## config.mk

```make
export PLATFORM = sky130hd
export DESIGN_NAME = dual_writeback
export DESIGN_NICKNAME = d
export VERILOG_FILES = /design/src/rtl/dual_writeback.sv
export SDC_FILE = /design/constraint.sdc
export NUM_CORES = 1
export LEC_CHECK = 0
export BUFFER_PORTS_ARGS = -buffer_cell sky130_fd_sc_hd__buf_2
export CAP_MARGIN = 20
export CORE_MARGIN = 1.5
export CORE_UTILIZATION = 45
export DETAILED_ROUTE_END_ITERATION = 7
export PLACE_DENSITY = 0.69
export RECOVER_POWER = 25
export SLEW_MARGIN = 0
export SYNTH_ARGS = -nofsm -noshare
export SYNTH_HDL_FRONTEND = slang
export SYNTH_SLANG_ARGS = --single-unit
```

## constraint.sdc

```tcl
create_clock -name clk -period 5.7 [get_ports clk]
set_input_delay 0.855 -clock clk [delete_from_list [all_inputs] [get_ports clk]]
set_output_delay 0.855 -clock clk [all_outputs]
set_load 0.02 [all_outputs]
```

## src/rtl/dual_writeback.sv

```systemverilog
// Dual-issue writeback stage: buffers up to two in-order execute results per
// cycle in a small circular queue and retires up to two per cycle onto the
// register file's two write ports. It merges same-destination pairs so that
// the younger write wins, and it exports a mask of registers with writes
// still outstanding so decode can detect hazards.
module dual_writeback #(
  parameter int DEPTH  = 4,
  parameter int DATA_W = 32,
  parameter int REG_W  = 5
) (
  input  logic                       clk,
  input  logic                       rst_n,
  input  logic                       in_valid_1,
  input  logic [REG_W-1:0]           in_reg_1,
  input  logic [DATA_W-1:0]          in_data_1,
  input  logic                       in_valid_2,
  input  logic [REG_W-1:0]           in_reg_2,
  input  logic [DATA_W-1:0]          in_data_2,
  output logic                       in_ready,
  input  logic                       wb_enable,
  output logic                       write_reg_flag_1,
  output logic [REG_W-1:0]           write_reg_1,
  output logic [DATA_W-1:0]          write_data_1,
  output logic                       write_reg_flag_2,
  output logic [REG_W-1:0]           write_reg_2,
  output logic [DATA_W-1:0]          write_data_2,
  output logic [31:0]                pending_mask,
  output logic [$clog2(DEPTH):0]     count,
  output logic                       drained
);

  localparam int PTR_W = $clog2(DEPTH);
  localparam int CNT_W = PTR_W + 1;

  // Queue storage and control state
  logic [REG_W-1:0]  mem_reg_q  [DEPTH];
  logic [DATA_W-1:0] mem_data_q [DEPTH];
  logic [PTR_W-1:0]  rd_ptr_q, rd_ptr_d, wr_ptr_q, wr_ptr_d;
  logic [PTR_W-1:0]  rd_ptr_inc, wr_ptr_inc;
  logic [CNT_W-1:0]  count_q, count_d;

  // Registered write ports
  logic              write_reg_flag_1_q, write_reg_flag_1_d;
  logic [REG_W-1:0]  write_reg_1_q, write_reg_1_d;
  logic [DATA_W-1:0] write_data_1_q, write_data_1_d;
  logic              write_reg_flag_2_q, write_reg_flag_2_d;
  logic [REG_W-1:0]  write_reg_2_q, write_reg_2_d;
  logic [DATA_W-1:0] write_data_2_q, write_data_2_d;

  // Enqueue decode
  logic              keep_1, keep_2;
  logic              slot_a_en, slot_b_en;
  logic [REG_W-1:0]  slot_a_reg;
  logic [DATA_W-1:0] slot_a_data;
  logic [1:0]        enq_num, ret_num;

  assign rd_ptr_inc = rd_ptr_q + PTR_W'(1);
  assign wr_ptr_inc = wr_ptr_q + PTR_W'(1);

  // Two free slots are required so a full pair can always be absorbed.
  assign in_ready = (CNT_W'(DEPTH) - count_q) >= CNT_W'(2);

  // Select which lanes are stored; writes to r0 are dropped, and lane 2
  // slides into the first slot when lane 1 is absent.
  always_comb begin
    // NOTE: every combinational output gets a default first so that no path
    // leaves it unassigned, which would otherwise infer a latch.
    keep_1      = in_ready && in_valid_1 && (in_reg_1 != '0);
    keep_2      = in_ready && in_valid_2 && (in_reg_2 != '0);
    slot_a_en   = keep_1 || keep_2;
    slot_b_en   = keep_1 && keep_2;
    slot_a_reg  = keep_1 ? in_reg_1  : in_reg_2;
    slot_a_data = keep_1 ? in_data_1 : in_data_2;
    enq_num     = {1'b0, keep_1} + {1'b0, keep_2};
  end

  // Retire up to two head entries and compute next pointer/count state.
  always_comb begin
    write_reg_flag_1_d = 1'b0;
    write_reg_flag_2_d = 1'b0;
    write_reg_1_d      = write_reg_1_q;
    write_data_1_d     = write_data_1_q;
    write_reg_2_d      = write_reg_2_q;
    write_data_2_d     = write_data_2_q;
    ret_num            = 2'd0;
    if (wb_enable && (count_q != '0)) begin
      write_reg_1_d      = mem_reg_q[rd_ptr_q];
      write_data_1_d     = mem_data_q[rd_ptr_q];
      write_reg_flag_1_d = 1'b1;
      ret_num            = 2'd1;
      if (count_q >= CNT_W'(2)) begin
        write_reg_2_d      = mem_reg_q[rd_ptr_inc];
        write_data_2_d     = mem_data_q[rd_ptr_inc];
        write_reg_flag_2_d = 1'b1;
        ret_num            = 2'd2;
        // Same destination: only the younger write reaches the register file.
        if (mem_reg_q[rd_ptr_inc] == mem_reg_q[rd_ptr_q]) begin
          write_reg_flag_1_d = 1'b0;
        end
      end
    end
    rd_ptr_d = rd_ptr_q + PTR_W'(ret_num);
    wr_ptr_d = wr_ptr_q + PTR_W'(enq_num);
    count_d  = count_q + CNT_W'(enq_num) - CNT_W'(ret_num);
  end

  // Control state and write-port registers; reset drops strobes at once.
  always_ff @(posedge clk or negedge rst_n) begin
    // NOTE: sequential state uses non-blocking assignments so every flop
    // samples the pre-edge values regardless of statement order.
    if (!rst_n) begin
      rd_ptr_q           <= '0;
      wr_ptr_q           <= '0;
      count_q            <= '0;
      write_reg_flag_1_q <= 1'b0;
      write_reg_1_q      <= '0;
      write_data_1_q     <= '0;
      write_reg_flag_2_q <= 1'b0;
      write_reg_2_q      <= '0;
      write_data_2_q     <= '0;
    end else begin
      rd_ptr_q           <= rd_ptr_d;
      wr_ptr_q           <= wr_ptr_d;
      count_q            <= count_d;
      write_reg_flag_1_q <= write_reg_flag_1_d;
      write_reg_1_q      <= write_reg_1_d;
      write_data_1_q     <= write_data_1_d;
      write_reg_flag_2_q <= write_reg_flag_2_d;
      write_reg_2_q      <= write_reg_2_d;
      write_data_2_q     <= write_data_2_d;
    end
  end

  // Queue storage writes for accepted lanes, in consecutive slots.
  always_ff @(posedge clk) begin
    // NOTE: the storage array is not reset; occupancy is tracked by count_q
    // and pointers, so stale contents are never observed.
    if (slot_a_en) begin
      mem_reg_q[wr_ptr_q]  <= slot_a_reg;
      mem_data_q[wr_ptr_q] <= slot_a_data;
    end
    if (slot_b_en) begin
      mem_reg_q[wr_ptr_inc]  <= in_reg_2;
      mem_data_q[wr_ptr_inc] <= in_data_2;
    end
  end

  // Outstanding destinations: every occupied slot plus any live strobe.
  always_comb begin
    logic [PTR_W-1:0] offset;
    pending_mask = '0;
    offset       = '0;
    for (int i = 0; i < DEPTH; i++) begin
      offset = PTR_W'(i) - rd_ptr_q;
      if ({1'b0, offset} < count_q) begin
        pending_mask = pending_mask | (32'(1) << mem_reg_q[i]);
      end
    end
    if (write_reg_flag_1_q) pending_mask = pending_mask | (32'(1) << write_reg_1_q);
    if (write_reg_flag_2_q) pending_mask = pending_mask | (32'(1) << write_reg_2_q);
  end

  assign write_reg_flag_1 = write_reg_flag_1_q;
  assign write_reg_1      = write_reg_1_q;
  assign write_data_1     = write_data_1_q;
  assign write_reg_flag_2 = write_reg_flag_2_q;
  assign write_reg_2      = write_reg_2_q;
  assign write_data_2     = write_data_2_q;
  assign count            = count_q;
  assign drained          = (count_q == '0) && !write_reg_flag_1_q && !write_reg_flag_2_q;

endmodule
```

==> qor.txt, run 1 <==
==================================================================================================
Result of the run ................................................................... complete, but fails checks
Violated checks ..................................................................... max-capacitance violations, max-slew violations
Area contributors post-synth ........................................................ edfxtp_1 (33%), dfrtp_1 (15%), mux2_2 (12%)
Arr. time, crit path ................................................................      3.93 ns
Nature of the critical path endpoint ................................................ primary output
Worst path required time ............................................................      4.85 ns
Maximum root-to-sink buffer count ...................................................            3
Ys flop type ........................................................................     edfxtp_1
Type of element launching the critical path .........................................    flip-flop
Cell type group with the largest total delay on the critical path ................... simple AND/OR/NAND/NOR gates
Clock insertion delay at the later pin of the skew report ...........................      0.52 ns
Crit path max-delay cell type .......................................................      dfrtp_4
Grt peak-use layer ..................................................................         met2
Delay of the slowest cell on the worst path .........................................      1.02 ns
Average wire per cell in the routed design ..........................................      21.6 um
Most frequent standard cell in the layout excluding fill and tap cells ..............     edfxtp_1
Maximum level of the CTS H-tree .....................................................            1
Minimum period implied by the final worst setup slack ...............................      4.78 ns
Count of final hold-check violations ................................................            0
Boundary pin count ..................................................................          192
Total wire length ...................................................................     39500 um
Worst Clk Skew ......................................................................   0.00830 ns
Overall die height ..................................................................       177 um
Area post-placement .................................................................  0.0147 mm^2
Final core area utilization .........................................................        52.1%
Warnings, synthesis .................................................................            0
Routed Antenna Nets .................................................................            0
Clock Sinks .........................................................................          231
R2r setup slk .......................................................................      1.79 ns
DR iter-0 viols .....................................................................          860
First-pass GRT wire length ..........................................................     60800 um
Mapped Area .........................................................................  0.0136 mm^2
Vias per cell .......................................................................         5.90
Number of buffers added for setup after CTS .........................................            0
Area growth from synthesis to layout ................................................        13.9%
Max-slew violation count ............................................................           65
X dimension of the die ..............................................................       177 um
Post-synth cell types ...............................................................           56
Die Area ............................................................................  0.0312 mm^2
Placeable core region ...............................................................  0.0296 mm^2
Number of global-route vias before repair ...........................................        10500
Worst flop-to-flop path endpoint .................................................... mem_data_q[1][18]
Cells on Worst Hold Path ............................................................            2
Start point of the worst hold path .................................................. write_data_2[15]
Clock transition time at the flip-flop clock pins of the worst setup and hold paths .      0.06 ns
Buffers & Inverters on Critical Path ................................................            2
Highest ir drop seen on vdd .........................................................     0.343 mV
Post_cts resized ....................................................................            0
Register-to-Register Path Depth .....................................................           10
Post-synth net total ................................................................         1379
Detailed-route DRC error count ......................................................            0
Post-synthesis area per instance ....................................................    10.6 um^2
Count of TritonRoute iterations in the first routing pass ...........................            5
RSZ-0062 raised after global routing ................................................        false
Fraction of synthesized cell area taken by the top area cell type ...................        32.8%
Row Count ...........................................................................           63
Async SR Flop Fraction ..............................................................        35.9%
Total leakage power .................................................................      6.02 nW
Hold/Removal Path Class .............................................................   reg -> reg
# setup viols final .................................................................            0
Final sum of negative setup slack ...................................................         0 ns
TritonCTS clock tree ................................................................         done
Total global routing track utilization ..............................................        25.2%
Sequential cell area ................................................................ 0.00653 mm^2
Max Fclk ............................................................................    0.209 GHz
Antenna violations before repair ....................................................            7
Sequential cell area fraction in the yosys report ...................................        48.1%
Fin nets ............................................................................         1509
Worst Setup Slack post-DPL ..........................................................      1.65 ns
Global routing met3 resource utilization ............................................        4.52%
Worst Path Class, Setup .............................................................   reg -> out
PortBufs ............................................................................          191
Area of the multi-input gates ....................................................... 0.00657 mm^2
Number of clock buffers inserted by TritonCTS .......................................           25
Number of storage elements in the synthesis netlist .................................          231
Cell type contributing the most total cell area after synthesis .....................     edfxtp_1
Number of flops mapped to enable cells by yosys .....................................          148
Largest fanout on the critical path .................................................           63
Top library cells by usage in the layout, fill and taps aside ....................... edfxtp_1 (148), mux2_2 (147), nand2_1 (144), buf_2 (130), o21ai_0 (116)
CTS root buf ........................................................................    clkbuf_16
Number of fillers in the final layout ...............................................         2734
Routed via count ....................................................................        10800
GRT overflow ........................................................................            0
Global Route met2 Usage .............................................................        41.4%
Placed wire-length estimate .........................................................     27000 um
Endpoint of the worst hold-timing path .............................................. write_data_2[15]
Reg2Reg Launch Point ................................................................     count[1]
Reported max-cap violation count ....................................................            1
Minimum setup slack in the final design .............................................     0.918 ns
Starting density of the core ........................................................        45.8%
Pin count of the biggest net entering global routing ................................          122
Part of the cycle the worst path needs ..............................................        83.9%
Total power density per cell area ...................................................  653 mW/mm^2
Routing usage on met1 ...............................................................        32.8%
Worst relative slew slack ...........................................................       -18.3%
Number of hold-repair buffers added at the cts stage ................................            0
Worst-margin pin slew ...............................................................      1.77 ns
Share of final-layout standard cells stronger than drive strength 1 .................        24.0%
Critical path cell sequence ......................................................... inv_1 > ha_1 > a21boi_0 > o21a_1 > nor2_1 > a22oi_1 > nand3_1 > buf_2
Total non-filler cell area in the finished layout ...................................  0.0154 mm^2
Routability-driven placement congestion ratio .......................................        0.956
Gate count of the mapped netlist ....................................................         1285
==================================================================================================
-- layer usage --
| metal | share of wire [%] | wire length (um) |
|---|---|---|
| met1 | 43 | 16800 |
| met2 | 47 | 18400 |
| met3 | 6.5 | 2580 |
| met4 | 4.2 | 1680 |
| met5 | 0.12 | 48 |
-- state kept, by name, summed over array words and instances, names as in the netlist --
register	flops
write_data_2	32
wr_ptr_q	2
write_reg_2	5
rd_ptr_q	2
write_reg_flag_2	1
write_reg_flag_1	1
write_reg_1	5
mem_reg_q	20
count	3
write_data_1	32
mem_data_q	128
-- cells by family after synthesis --
logic type	Yosys count	synth area share, %
AND/OR/NAND/NOR	373	12.9
AO/OA/AOI/OAI	267	11.4
multiplexers	259	20.9
flip-flops	231	48.1
buffers and inverters	117	3.78
XOR/XNOR	23	1.49
adder cells (fa/ha/maj)	15	1.49
-- cell usage after synthesis (17+ instances only) --
cell,n
a21oi_1,62
clkbuf_1,63
dfrtp_1,83
edfxtp_1,148
inv_1,17
mux2_1,37
mux2_2,147
mux2i_1,74
nand2_1,145
nand2b_1,17
nand3_1,58
nand4_1,28
nor2_1,68
nor2b_1,21
o21ai_0,116
o22ai_1,31
-- worst max-delay path by stage --
stage                      startpoint  cells past startpoint  slack (ns)               end
after floorplan              count[1]                     10        0.37  mem_data_q[3][0]
after global placement    rd_ptr_q[1]                      8        1.67  pending_mask[15]
after detailed placement  rd_ptr_q[1]                      8        1.65  pending_mask[15]
after CTS                 rd_ptr_q[1]                      8        1.05  pending_mask[15]
after global routing      rd_ptr_q[1]                      8        0.80  pending_mask[15]
final                     rd_ptr_q[1]                      8        0.92  pending_mask[15]
-- final cells by class --
class                   count  share of cell area (%)
clock inverters            10                   0.518
diodes                      3                  0.0486
repair buffers            203                    6.42
clock buffers              36                    4.64
multi-input cells         937                    42.5
flip-flops and latches    231                    42.3
inverters                  17                   0.413
well taps                 390                    3.16
-- report_power, final --
part           switching (W)  internal [W]  total, W
logic                0.00318       0.00185   0.00503
registers           0.000761       0.00274   0.00350
clock network       0.000647      0.000918   0.00156
-- tightest hold or removal path, cell delays in order, from the launching register on --
cell     delay [ns]
dfrtp_1        0.34
nand2_1        0.04
o21ai_0        0.06
-- per-stage QoR --
stage,instances,hold WS [ns],total power [W]
after CTS,1824,0.201,0.0102
after floorplan,1285,0.525,0.00697
after detailed placement,1778,0.465,0.00859
final,1827,0.477,0.0101
after global routing,1825,0.499,0.0107
after global placement,1776,0.459,0.00847
Note: power is estimated with default switching activity, not from simulation.
==> run 2, diff against run 1 <==
clock period = 4.55 ns   (was 5.7 ns; I/O delays follow)
==> run 2 against run 1 <==
The flow still finishes with violations (max-capacitance violations, max-slew violations). Utilization rose by 0.30 points. Worst hold slack got worse by 0.0024 ns. Clock skew rose by 0.012 ns. Global-route usage fell by 0.40 points. Final cell count rose by 0.27%. Critical path type unchanged. Routed wire length fell by 1.3%. Clock-buffer cell count fell by 3. Sequential cell count did not move. Sequential share of layout area fell by 0.24 points. Non-clock buffer count rose by 4. Highest routed layer unchanged. Setup slack got worse by 0.25 ns. Register-to-register slack got worse by 0.87 ns.
==> qor.txt, run 2 (synthesis results as in run 1) <==
==================================================================================================
CTS root buf ........................................................................    clkbuf_16
TritonCTS clock tree ................................................................         done
Placed wire-length estimate .........................................................     26700 um
Total internal power ................................................................    0.00701 W
Clock transition time at the flip-flop clock pins of the worst setup and hold paths .      0.06 ns
Nature of the critical path endpoint ................................................ primary output
Highest ir drop seen on vdd .........................................................     0.390 mV
Overall die height ..................................................................       177 um
Switch Pwr ..........................................................................    0.00576 W
Clock Sinks .........................................................................          231
Number of clock buffers inserted by TritonCTS .......................................           25
Placeable core region ...............................................................  0.0296 mm^2
Comb power frac .....................................................................        50.2%
Type of element launching the critical path .........................................    flip-flop
Pin count of the biggest net entering global routing ................................          122
Max Fclk ............................................................................    0.257 GHz
Average wire per cell in the routed design ..........................................      21.3 um
GRT overflow ........................................................................            0
Largest reg by FF count .............................................................   mem_data_q
Post_cts resized ....................................................................            0
Detailed-route DRC error count ......................................................            0
Sw frac .............................................................................        45.1%
RSZ-0062 raised after global routing ................................................        false
Critical path origin ................................................................  rd_ptr_q[0]
Boundary pin count ..................................................................          192
First-pass GRT wire length ..........................................................     60000 um
Sequential share of power ...........................................................        33.7%
Area growth from synthesis to layout ................................................        14.5%
Total power density per cell area ...................................................  822 mW/mm^2
Max-slew violation count ............................................................           40
Routability-driven placement congestion ratio .......................................        0.993
Routed via count ....................................................................        10800
X dimension of the die ..............................................................       177 um
Result of the run ................................................................... complete, but fails checks
Minimum period implied by the final worst setup slack ...............................      3.88 ns
Reg2Reg Launch Point ................................................................     count[1]
Number of fillers in the final layout ...............................................         2695
Antenna violations before repair ....................................................            8
Row Count ...........................................................................           63
Most frequent standard cell in the layout excluding fill and tap cells ..............     edfxtp_1
Violated checks ..................................................................... max-capacitance violations, max-slew violations
Top library cells by usage in the layout, fill and taps aside ....................... edfxtp_1 (148), mux2_2 (147), nand2_1 (144), buf_2 (130), o21ai_0 (116)
Maximum level of the CTS H-tree .....................................................            1
Start point of the worst hold path .................................................. write_data_2[15]
Clk pwr share .......................................................................        16.0%
Maximum root-to-sink buffer count ...................................................            3
Worst Clk Skew ......................................................................    0.0204 ns
Worst Path Class, Setup .............................................................   reg -> out
Worst-margin pin slew ...............................................................      2.31 ns
Total global routing track utilization ..............................................        24.8%
Part of the cycle the worst path needs ..............................................        85.4%
DR iter-0 viols .....................................................................         1173
Fin nets ............................................................................         1513
Number of global-route vias before repair ...........................................        10600
Count of TritonRoute iterations in the first routing pass ...........................            8
Worst path required time ............................................................      3.87 ns
Starting density of the core ........................................................        45.8%
# setup viols final .................................................................            0
Hold/Removal Path Class .............................................................   reg -> reg
Worst relative slew slack ...........................................................       -54.0%
Die Area ............................................................................  0.0312 mm^2
Total leakage power .................................................................      6.07 nW
Share of final-layout standard cells stronger than drive strength 1 .................        24.5%
Count of final hold-check violations ................................................            0
Reported max-cap violation count ....................................................            1
Final core area utilization .........................................................        52.4%
Largest fanout on the critical path .................................................           54
Max FFs per register ................................................................          128
Vias per cell .......................................................................         5.90
PortBufs ............................................................................          191
Clock insertion delay at the later pin of the skew report ...........................      0.54 ns
Total wire length ...................................................................     39000 um
Routed Antenna Nets .................................................................            0
Final sum of negative setup slack ...................................................         0 ns
Number of buffers added for setup after CTS .........................................            0
Arr. time, crit path ................................................................      3.20 ns
Number of hold-repair buffers added at the cts stage ................................            0
==================================================================================================
## run 2: changes by cell type in the layout (fill, tap and decap cells not counted), sizes merged
| cell | change |
|---|---|
| clkbuf | -3 |
| clkinv | +1 |
| buf | +4 |
| diode | +1 |
| inv | +1 |
| bufinv | +1 |
## run 2: power by group through the flow
stage	Clock, W	Combinational (W)	Sequential, W
global route	0.00217	0.00698	0.00442
CTS	0.00208	0.00649	0.00427
detailed placement	0	0.00647	0.00430
global placement	0	0.00633	0.00428
finish	0.00205	0.00642	0.00431
floorplan	0	0.00444	0.00429
## run 2: path summary, 6_finish.rpt
| kind | to | slack [ns] | depth (start not counted) |
|---|---|---|---|
| worst min-delay path | write_data_2[15] | 0.47 | 2 |
| max in group asynchronous | write_data_1[18] | 1.51 | 2 |
| min in group asynchronous | write_data_1[2] | 0.84 | 1 |
| worst max register to register | mem_data_q[0][31] | 0.92 | 9 |
| worst max-delay path | pending_mask[27] | 0.67 | 8 |
| worst min register to register | write_data_2[15] | 0.47 | 2 |
## run 2: per-layer routing
layer	global-route usage (%)	share of wire [%]
met5	0	0.092
met4	9.25	3.4
met3	4.20	7.0
met2	41.2	47
met1	32.6	43
## run 2: through the flow
stage / cell area [um^2] / setup WS, ns / power, W / hold slack [ns] / cells
floorplan: 13600 / 0.136 / 0.00873 / 0.387 / 1285
finish: 15500 / 0.665 / 0.0128 / 0.475 / 1832
detailed placement: 14800 / 0.873 / 0.0108 / 0.465 / 1782
CTS: 15600 / 0.680 / 0.0128 / 0.146 / 1828
global route: 15500 / 0.406 / 0.0136 / 0.465 / 1830
global placement: 14700 / 1.01 / 0.0106 / 0.461 / 1781
## run 2: area by class of cell
| class | count | area (um^2) | area share [%] |
|---|---|---|---|
| diodes | 4 | 10.0 | 0.0644 |
| clock buffers | 33 | 706 | 4.54 |
| clock inverters | 13 | 134 | 0.862 |
| inverters | 17 | 63.8 | 0.411 |
| multi-input cells | 937 | 6570 | 42.3 |
| flip-flops and latches | 231 | 6530 | 42.0 |
| well taps | 390 | 488 | 3.14 |
| repair buffers | 207 | 1030 | 6.66 |
## run 2: worst max-delay path: stages (launching register included)
cell and delay, ns:
dfrtp_4 0.68, xnor2_1 0.28, inv_1 0.07, ha_1 0.27, a21oi_1 0.22, o21a_1 0.57, nand3_1 0.15, o2111ai_1 0.20
buf_2 0.23
==> run 3, diff against run 2 <==
RECOVER_POWER = 50   (was 25)
==> run 3 against run 2 <==
Critical path depth is the same. Critical endpoint unchanged. Setup slack worse by 0.021 ns. Cell area is 0.35% lower. Total power decreased by 0.17%. Critical path type unchanged. Die area unchanged. Fmax decreased by 0.54%. Clock power barely moved. Routed wire length is 0.28% higher. Global-route usage unchanged. The run ends with design-rule violations, max-capacitance violations, max-slew violations left. Clock-buffer cell count unchanged.
==> qor.txt, run 3 (synthesis results as in run 1) <==
==================================================================================================
Delay of the slowest cell on the worst path .........................................      0.69 ns
Vias per cell .......................................................................         5.92
Type of element launching the critical path .........................................    flip-flop
Number of clock buffers inserted by TritonCTS .......................................           25
Worst Path Class, Setup .............................................................   reg -> out
Part of the cycle the worst path needs ..............................................        85.8%
Minimum period implied by the final worst setup slack ...............................      3.91 ns
Total leakage power .................................................................      6.00 nW
Placeable core region ...............................................................  0.0296 mm^2
Max FFs per register ................................................................          128
Clock insertion delay at the later pin of the skew report ...........................      0.54 ns
Total power density per cell area ...................................................  824 mW/mm^2
TritonCTS clock tree ................................................................         done
GRT overflow ........................................................................            0
Met2 wire length ....................................................................     18300 um
Routed via count ....................................................................        10900
Final core area utilization .........................................................        52.2%
Count of TritonRoute iterations in the first routing pass ...........................            8
RSZ-0062 raised after global routing ................................................        false
CTS root buf ........................................................................    clkbuf_16
Metal-1 WL ..........................................................................     16300 um
Routability-driven placement congestion ratio .......................................        0.993
Maximum level of the CTS H-tree .....................................................            1
Placed wire-length estimate .........................................................     26700 um
R2r setup slk .......................................................................      0.66 ns
Max-slew violation count ............................................................          162
Total global routing track utilization ..............................................        24.8%
First-pass GRT wire length ..........................................................     60000 um
Number of buffers added for setup after CTS .........................................            0
Boundary pin count ..................................................................          192
Count of final hold-check violations ................................................            0
Largest fanout on the critical path .................................................           16
Clock Sinks .........................................................................          231
Topmost layer with routed signal wires ..............................................         met5
Arr. time, crit path ................................................................      3.22 ns
Critical path cell sequence ......................................................... inv_1 > ha_1 > a21oi_1 > o21ai_0 > and2_1 > a21oi_1 > o2111ai_1 > buf_2
Detailed-route DRC error count ......................................................           14
Total wire length ...................................................................     39100 um
Largest reg by FF count .............................................................   mem_data_q
Worst relative slew slack ...........................................................       -56.0%
Most frequent standard cell in the layout excluding fill and tap cells ..............     edfxtp_1
Metal3 WL ...........................................................................      3040 um
Antenna violations before repair ....................................................            7
Nature of the critical path endpoint ................................................ primary output
Maximum root-to-sink buffer count ...................................................            3
Share of final-layout standard cells stronger than drive strength 1 .................        21.2%
DR iter-0 viols .....................................................................         1178
Final sum of negative setup slack ...................................................         0 ns
Reported max-cap violation count ....................................................            2
# setup viols final .................................................................            0
Violated checks ..................................................................... design-rule violations, max-capacitance violations, max-slew violations
Max Fclk ............................................................................    0.256 GHz
Fin nets ............................................................................         1513
Result of the run ................................................................... complete, but fails checks
PortBufs ............................................................................          191
Die Area ............................................................................  0.0312 mm^2
Starting density of the core ........................................................        45.8%
Number of hold-repair buffers added at the cts stage ................................            0
X dimension of the die ..............................................................       177 um
Row Count ...........................................................................           63
Pin count of the biggest net entering global routing ................................          122
Worst path required time ............................................................      3.87 ns
Routed Antenna Nets .................................................................            0
Number of fillers in the final layout ...............................................         2707
Average wire per cell in the routed design ..........................................      21.3 um
Highest ir drop seen on vdd .........................................................     0.391 mV
Total power consumption of the routed design ........................................     0.0128 W
Most common cell type on the critical path ..........................................      a21oi_1
Worst Clk Skew ......................................................................    0.0194 ns
Clock transition time at the flip-flop clock pins of the worst setup and hold paths .      0.06 ns
Post_cts resized ....................................................................            0
Number of global-route vias before repair ...........................................        10600
Crit path max-delay cell type .......................................................       and2_1
Overall die height ..................................................................       177 um
Worst-margin pin slew ...............................................................      2.34 ns
Top library cells by usage in the layout, fill and taps aside ....................... edfxtp_1 (148), nand2_1 (145), mux2_2 (124), o21ai_0 (116), buf_2 (109)
Hold/Removal Path Class .............................................................   reg -> reg
Area growth from synthesis to layout ................................................        14.1%
==================================================================================================
-- run 3: cell count changes in the layout (fill, tap and decap cells not counted), moves of 3 or more --
cell,change
buf_2,-21
mux2_1,+23
mux2_2,-23
clkbuf_1,+23
buf_4,-3
-- run 3: cell type report --
class	count	area, um^2	share of cell area [%]
clock buffer	33	706	4.56
antenna	4	10.0	0.0647
sequential	231	6530	42.2
timing repair buffer	207	986	6.37
inverter	17	63.8	0.412
clock inverter	13	134	0.865
multi-input combinational	937	6560	42.4
tap	390	488	3.15
-- run 3: worst paths after layout --
check / from / to / cells past startpoint
min in group asynchronous: rst_n / write_data_1[2] / 1
max in group asynchronous: rst_n / write_data_1[18] / 2
worst max-delay path: count[1] / pending_mask[27] / 8
worst min register to register: write_data_2[15] / write_data_2[15] / 2
worst max register to register: count[1] / mem_reg_q[1][0] / 10
worst min-delay path: write_data_2[15] / write_data_2[15] / 2
-- run 3: where the power goes --
part	internal [W]	leakage, nW	switching [W]	total, W
clock network	0.00121	0.417	0.000836	0.00205
registers	0.00344	2.38	0.000871	0.00432
logic	0.00233	3.20	0.00406	0.00639
total	0.00699	6.00	0.00576	0.0128
-- run 3: worst max-delay path: cells and delay by family (launching register included) --
kind                       cells  cell delay (ns)
adders and majority gates      1             0.35
and+or+nand+nor                1             0.69
DFF                            1             0.42
AOI/OAI and AO/OA              4             0.84
buffers and inverters          2             0.40
-- run 3: routing by layer --
| metal | vias up | track usage [%] |
|---|---|---|
| li1 | 5015 | - |
| met1 | 5241 | 32.6 |
| met2 | 492 | 41.2 |
| met3 | 98 | 4.20 |
| met4 | 6 | 9.25 |
| met5 | - | 0 |
-- run 3: through the flow --
| stage | area (um^2) | hold slack, ns | setup slack [ns] | cells |
|---|---|---|---|---|
| floorplan | 13600 | 0.387 | 0.136 | 1285 |
| global placement | 14700 | 0.461 | 1.01 | 1781 |
| detailed placement | 14800 | 0.465 | 0.873 | 1782 |
| CTS | 15600 | 0.146 | 0.680 | 1828 |
| global route | 15500 | 0.465 | 0.406 | 1830 |
| finish | 15500 | 0.475 | 0.644 | 1832 |
